**config.mk**
```make
export PLATFORM = sky130hd
export DESIGN_NAME = count_capture_unit
export DESIGN_NICKNAME = d
export VERILOG_FILES = /design/src/rtl/count_capture_pkg.sv /design/src/rtl/count_capture_unit_fifo.sv /design/src/rtl/count_capture_unit.sv
export SDC_FILE = /design/constraint.sdc
export NUM_CORES = 1
export LEC_CHECK = 0
export ABC_AREA = 0
export BUFFER_PORTS_ARGS = -buffer_cell sky130_fd_sc_hd__buf_2
export CAP_MARGIN = 20
export CORE_MARGIN = 2
export CORE_UTILIZATION = 45
export CTS_CLUSTER_DIAMETER = 120
export DETAILED_ROUTE_END_ITERATION = 6
export GPL_ROUTABILITY_DRIVEN = 0
export PLACE_DENSITY = 0.75
export SYNTH_ARGS = -nofsm -noshare
export SYNTH_HDL_FRONTEND = slang
export SYNTH_SLANG_ARGS = --single-unit
```
**constraint.sdc**
```tcl
create_clock -name clock -period 3.26 [get_ports clock]
set_clock_uncertainty 0.2 [all_clocks]
set_input_delay 0.652 -clock clock [delete_from_list [all_inputs] [get_ports clock]]
set_output_delay 0.652 -clock clock [all_outputs]
set_load 0.02 [all_outputs]
```
**src/rtl/count_capture_pkg.sv**
```systemverilog
// Shared types and defaults for the count capture unit.
package count_capture_pkg;

  localparam int unsigned CNT_W_DEFAULT = 16;

  typedef enum logic [1:0] {
    IDLE  = 2'd0,
    ARMED = 2'd1,
    FIRED = 2'd2
  } cmp_state_t;

endpackage

```
**src/rtl/count_capture_unit_fifo.sv**
```systemverilog
// Capture FIFO: registered storage, valid/ready pop, drops pushes when full.
module capture_fifo #(
  parameter int unsigned WIDTH = 16,
  parameter int unsigned DEPTH = 4
) (
  input  logic             clock,
  input  logic             resetN,
  input  logic             push,
  input  logic [WIDTH-1:0] push_data,
  input  logic             pop_ready,
  output logic             out_valid,
  output logic [WIDTH-1:0] out_data,
  output logic             drop_c
);

  localparam int unsigned AW = $clog2(DEPTH);

  logic [AW:0]      wr_ptr;
  logic [AW:0]      rd_ptr;
  logic [WIDTH-1:0] mem [DEPTH];
  logic             empty;
  logic             full;
  logic             pop;
  logic             wr_en;

  // Extra MSB on each pointer distinguishes full from empty.
  assign empty     = (wr_ptr == rd_ptr);
  assign full      = (wr_ptr[AW] != rd_ptr[AW]) && (wr_ptr[AW-1:0] == rd_ptr[AW-1:0]);
  assign pop       = !empty && pop_ready;
  assign wr_en     = push && (!full || pop);
  assign drop_c    = push && full && !pop;
  assign out_valid = !empty;
  assign out_data  = mem[rd_ptr[AW-1:0]];

  always_ff @(posedge clock or negedge resetN) begin
    if (!resetN) begin
      wr_ptr <= '0;
      rd_ptr <= '0;
      for (int i = 0; i < int'(DEPTH); i++) mem[i] <= '0;
    end else begin
      if (wr_en) begin
        mem[wr_ptr[AW-1:0]] <= push_data;
        wr_ptr              <= wr_ptr + (AW+1)'(1);
      end
      if (pop) rd_ptr <= rd_ptr + (AW+1)'(1);
    end
  end

endmodule

```
**src/rtl/count_capture_unit.sv**
```systemverilog
// Counter consumer: compare match FSM, wrap detection and triggered count capture.
module count_capture_unit
  import count_capture_pkg::*;
#(
  parameter int unsigned FIFO_DEPTH = 4,
  parameter int unsigned CNT_W      = CNT_W_DEFAULT
) (
  input  logic             clock,
  input  logic             resetN,
  input  logic [CNT_W-1:0] count,
  input  logic [CNT_W-1:0] cmp_value,
  input  logic             cmp_periodic,
  input  logic             arm,
  input  logic             disarm,
  input  logic             trig_async,
  input  logic             out_ready,
  output logic             out_valid,
  output logic [CNT_W-1:0] out_data,
  output logic             match_pulse,
  output logic             wrap_pulse,
  output logic             armed,
  output logic             ovf,
  input  logic             ovf_clr
);

  cmp_state_t       state;
  cmp_state_t       state_next;
  logic             match_next;
  logic             wrap_next;
  logic [CNT_W-1:0] prev_count;
  logic             sync1;
  logic             sync2;
  logic             sync3;
  logic [2:0]       fill;
  logic             push_q;
  logic             drop_c;

  // Compare FSM state register.
  always_ff @(posedge clock or negedge resetN) begin
    if (!resetN) state <= IDLE;
    else         state <= state_next;
  end

  // Next state; disarm overrides arm and match.
  always_comb begin
    state_next = state;
    case (state)
      IDLE:    if (arm) state_next = ARMED;
      ARMED:   if (count == cmp_value) state_next = FIRED;
      FIRED:   state_next = cmp_periodic ? ARMED : IDLE;
      default: state_next = IDLE;
    endcase
    if (disarm) state_next = IDLE;
  end

  // Output decode ahead of the output register.
  always_comb begin
    match_next = 1'b0;
    wrap_next  = 1'b0;
    if ((state == ARMED) && !disarm && (count == cmp_value)) match_next = 1'b1;
    if ((prev_count == '1) && (count == '0)) wrap_next = 1'b1;
  end

  always_ff @(posedge clock or negedge resetN) begin
    if (!resetN) begin
      match_pulse <= 1'b0;
      wrap_pulse  <= 1'b0;
      armed       <= 1'b0;
      ovf         <= 1'b0;
      prev_count  <= '0;
    end else begin
      match_pulse <= match_next;
      wrap_pulse  <= wrap_next;
      armed       <= (state_next == ARMED);
      prev_count  <= count;
      if (drop_c)       ovf <= 1'b1;
      else if (ovf_clr) ovf <= 1'b0;
    end
  end

  // Two-flop synchroniser plus edge-detect flop. fill gates edges until the
  // chain holds real samples, so a trigger already high at reset release is ignored.
  always_ff @(posedge clock or negedge resetN) begin
    if (!resetN) begin
      sync1  <= 1'b0;
      sync2  <= 1'b0;
      sync3  <= 1'b0;
      fill   <= '0;
      push_q <= 1'b0;
    end else begin
      sync1  <= trig_async;
      sync2  <= sync1;
      sync3  <= sync2;
      fill   <= {fill[1:0], 1'b1};
      push_q <= sync2 && !sync3 && fill[2];
    end
  end

  capture_fifo #(
    .WIDTH (CNT_W),
    .DEPTH (FIFO_DEPTH)
  ) u_fifo (
    .clock     (clock),
    .resetN    (resetN),
    .push      (push_q),
    .push_data (count),
    .pop_ready (out_ready),
    .out_valid (out_valid),
    .out_data  (out_data),
    .drop_c    (drop_c)
  );

endmodule
```
==> reports/metrics.cfg <==
[clock_tree]
root_buffer=clkbuf_8
clkTransAtPathRegs_ns=0.09
clock_path_buffers=2
cts_resized=0
clock-sinks=99
cts_max_level=3
cts_hold_buf=0
cts-buffers-inserted=9
post_cts_buffers=0
insertion_delay_ns=0.36
cts_tree=done

[sta]
finalCritPeriodShare_pct=85.5
hold_violations=0
finalSetupViolCount=0
setup_slack_ns=0.473
whs_ns=0.0606
clock.fmax_mhz=359
rsz0062_at_grt=no
slew_headroom_pct=59.4
tightest_slew_ns=0.609
post-route-min-period_ns=2.79
slew_viol_final=0
tns_ns=0

[layout]
instances_no_fill=460
areaGrowthSynthToFinish_pct=15.1
final_area_mm2=0.00503
antenna_cells=0
nNetsFinal=373
drive_above_1_share_pct=48.6
post-route-util_pct=54.0

[pwr]
p_int_mw=3.13
switching_share_pct=32.0
clockPowerShare_pct=18.8
powerDensity_mw_per_mm2=915
p_switching_mw=1.47
pwr-share-seq_pct=42.5
irDropWorstVdd_v=0.000477
p_comb_share_pct=38.7
power_leakage_nw=2.45
p_total_mw=4.60

[floorplanning]
die_w_um=103
rows=35
core_mm2=0.00933
die_y_um=103
dieArea_mm2=0.0105
initial_core_util_pct=46.9
ios=61

[global_routing]
grt_overflow=0
track_usage_pct=17.9
grt_max_degree=41
grt_pass1_wl_mm=13.8
antenna_found_initial=0
grt_pass1_vias=2529

[setup_path]
crit_end=out_data[11]
criticalPathCategory=register to output port
startpoint=u_fifo.rd_ptr[0]
r2r-start=u_fifo.rd_ptr[1]
critPathArrivalTime_ns=1.94
startpoint_type=register
r2r_slack_ns=0.87
rr_endpoint=u_fifo.mem[8]
cp.required_ns=2.41
worst_setup_path_end_kind=output port
reg2regPathDepth=4
path_max_fanout=7

[route]
drtIter0Drc=54
avgRoutedWirePerCell_um=18.8
first_pass_iters=4
vias_per_cell=5.23
via_count=2405
final_antenna_net_count=0
routed_wl_mm=8.65
route.detailed.drc=0

[placement]
dp_hpwl_mm=5.97
portBuffers=60
placed_area_mm2=0.00482
dpl_worst_slack_ns=0.838
dp.cells=446

[yosys]
netlist_area_mm2=0.00438
synth_nets=305
yosysUniqueCellTypes=30
synth_seq_area_share_pct=56.6
ys_seq_elements=99
syn_area_per_cell_um2=16.8
syn_inst=260
ys_warn_count=0

[status]
status=complete, no violations

[min_path]
hp-class=input port to asynchronous set/reset pin

[job]
maxCapViolCount=0

## layer usage
layer | global-route usage [%] | vias up | wire length (µm)
met4 | 3.38 | 0 | 29
li1 | - | 1086 | -
met1 | 24.3 | 1256 | 3920
met2 | 28.6 | 56 | 4260
met3 | 5.97 | 7 | 439
met5 | 0 | - | 0
## sequential cells by signal, indices dropped and copies added (netlist names)
| register | flops |
|---|---|
| u_fifo.mem | 64 |
| prev_count | 16 |
| fill | 3 |
| u_fifo.rd_ptr | 3 |
| u_fifo.wr_ptr | 3 |
| state | 2 |
| armed | 1 |
| match_pulse | 1 |
| ovf | 1 |
| push_q | 1 |
| sync1 | 1 |
| sync2 | 1 |
| sync3 | 1 |
| wrap_pulse | 1 |
## cell families after synthesis
family / count (synthesis) / share of synthesized area, %
compound gates: 7 / 1.52
xor+xnor: 23 / 4.95
fa+ha+maj: 5 / 1.43
buf+inv: 14 / 2.12
flops: 99 / 56.6
mux: 81 / 28.7
other cells: 1 / 0.0857
simple gates: 30 / 4.55
## cell usage in the layout, fill, tap and decap left out, drive strengths merged
cell and instances:
nand4 10, xor2 1, mux4 16, conb 1, a41oi 1, bufinv 2, o21bai 1, nand2 7
inv 6, clkbuf 12, nor3b 2, a221o 1, nand3b 1, dfrtp 99, nand3 1, ha 5
buf 65, nand2b 1, a21oi 2, mux2 65, nor4 5, nor2 2, o22ai 1, o21ai 1
or4 1, xnor2 22
## power by group through the flow
| stage | combinational (mW) | sequential (mW) | clock [mW] |
|---|---|---|---|
| global route | 1.91 | 2.01 | 0.938 |
| global placement | 1.76 | 1.95 | 0 |
| floorplan | 1.44 | 1.84 | 0 |
| finish | 1.78 | 1.95 | 0.867 |
| detailed placement | 1.80 | 1.97 | 0 |
| CTS | 1.81 | 1.95 | 0.888 |
## area by class of cell
type | instances | area [µm²]
Clock buffer | 12 | 155
Multi-Input combinational cell | 147 | 1810
Sequential cell | 99 | 2480
Clock inverter | 2 | 60.1
Tap cell | 129 | 161
Fill cell | 761 | 4290
Inverter | 6 | 22.5
Timing Repair Buffer | 65 | 353
## worst max-delay path, stage by stage, from the launching register on
cell,delay [ns]
dfrtp_1,0.56
buf_4,0.26
mux4_1,0.57
buf_2,0.18
## Yosys cell counts
cell       n  share of area [%]
o21bai_1   1               0.17
xnor2_1   20                4.0
mux2_2    26                6.7
or4_1      1               0.17
nor3b_1    2               0.34
a41oi_4    1               0.63
dfrtp_1   99                 57
conb_1     1              0.086
o22ai_1    1               0.14
ha_1       5                1.4
xor2_1     1               0.20
nand2_1    3               0.26
nand3b_1   1               0.17
buf_6      5                1.3
mux4_1     5                3.0
nand3_1    1               0.11
inv_1      6               0.51
nor2_1     2               0.17
xnor2_2    2               0.74
nand4_1   10                1.4
a221o_1    1               0.23
mux2_4    39                 13
clkbuf_1   1              0.086
a21oi_1    2               0.23
nand2_4    4                1.0
nor4_1     5               0.71
buf_2      2               0.23
mux4_2    11                5.7
nand2b_1   1               0.14
o21ai_0    1               0.11
## worst min-delay path by stage
stage	start	endpoint	slack, ns	depth (start not counted)
6_report	resetN	u_fifo.mem[61]	0.06	1
5_1_grt	resetN	u_fifo.mem[61]	0.09	1
4_1_cts	resetN	u_fifo.mem[61]	0.06	1
3_5_place_dp	fill[1]	fill[2]	0.14	0
3_3_place_gp	fill[0]	fill[1]	0.13	0
2_1_floorplan	fill[0]	fill[1]	0.13	0
No activity file was read; power rests on OpenSTA's default activity.
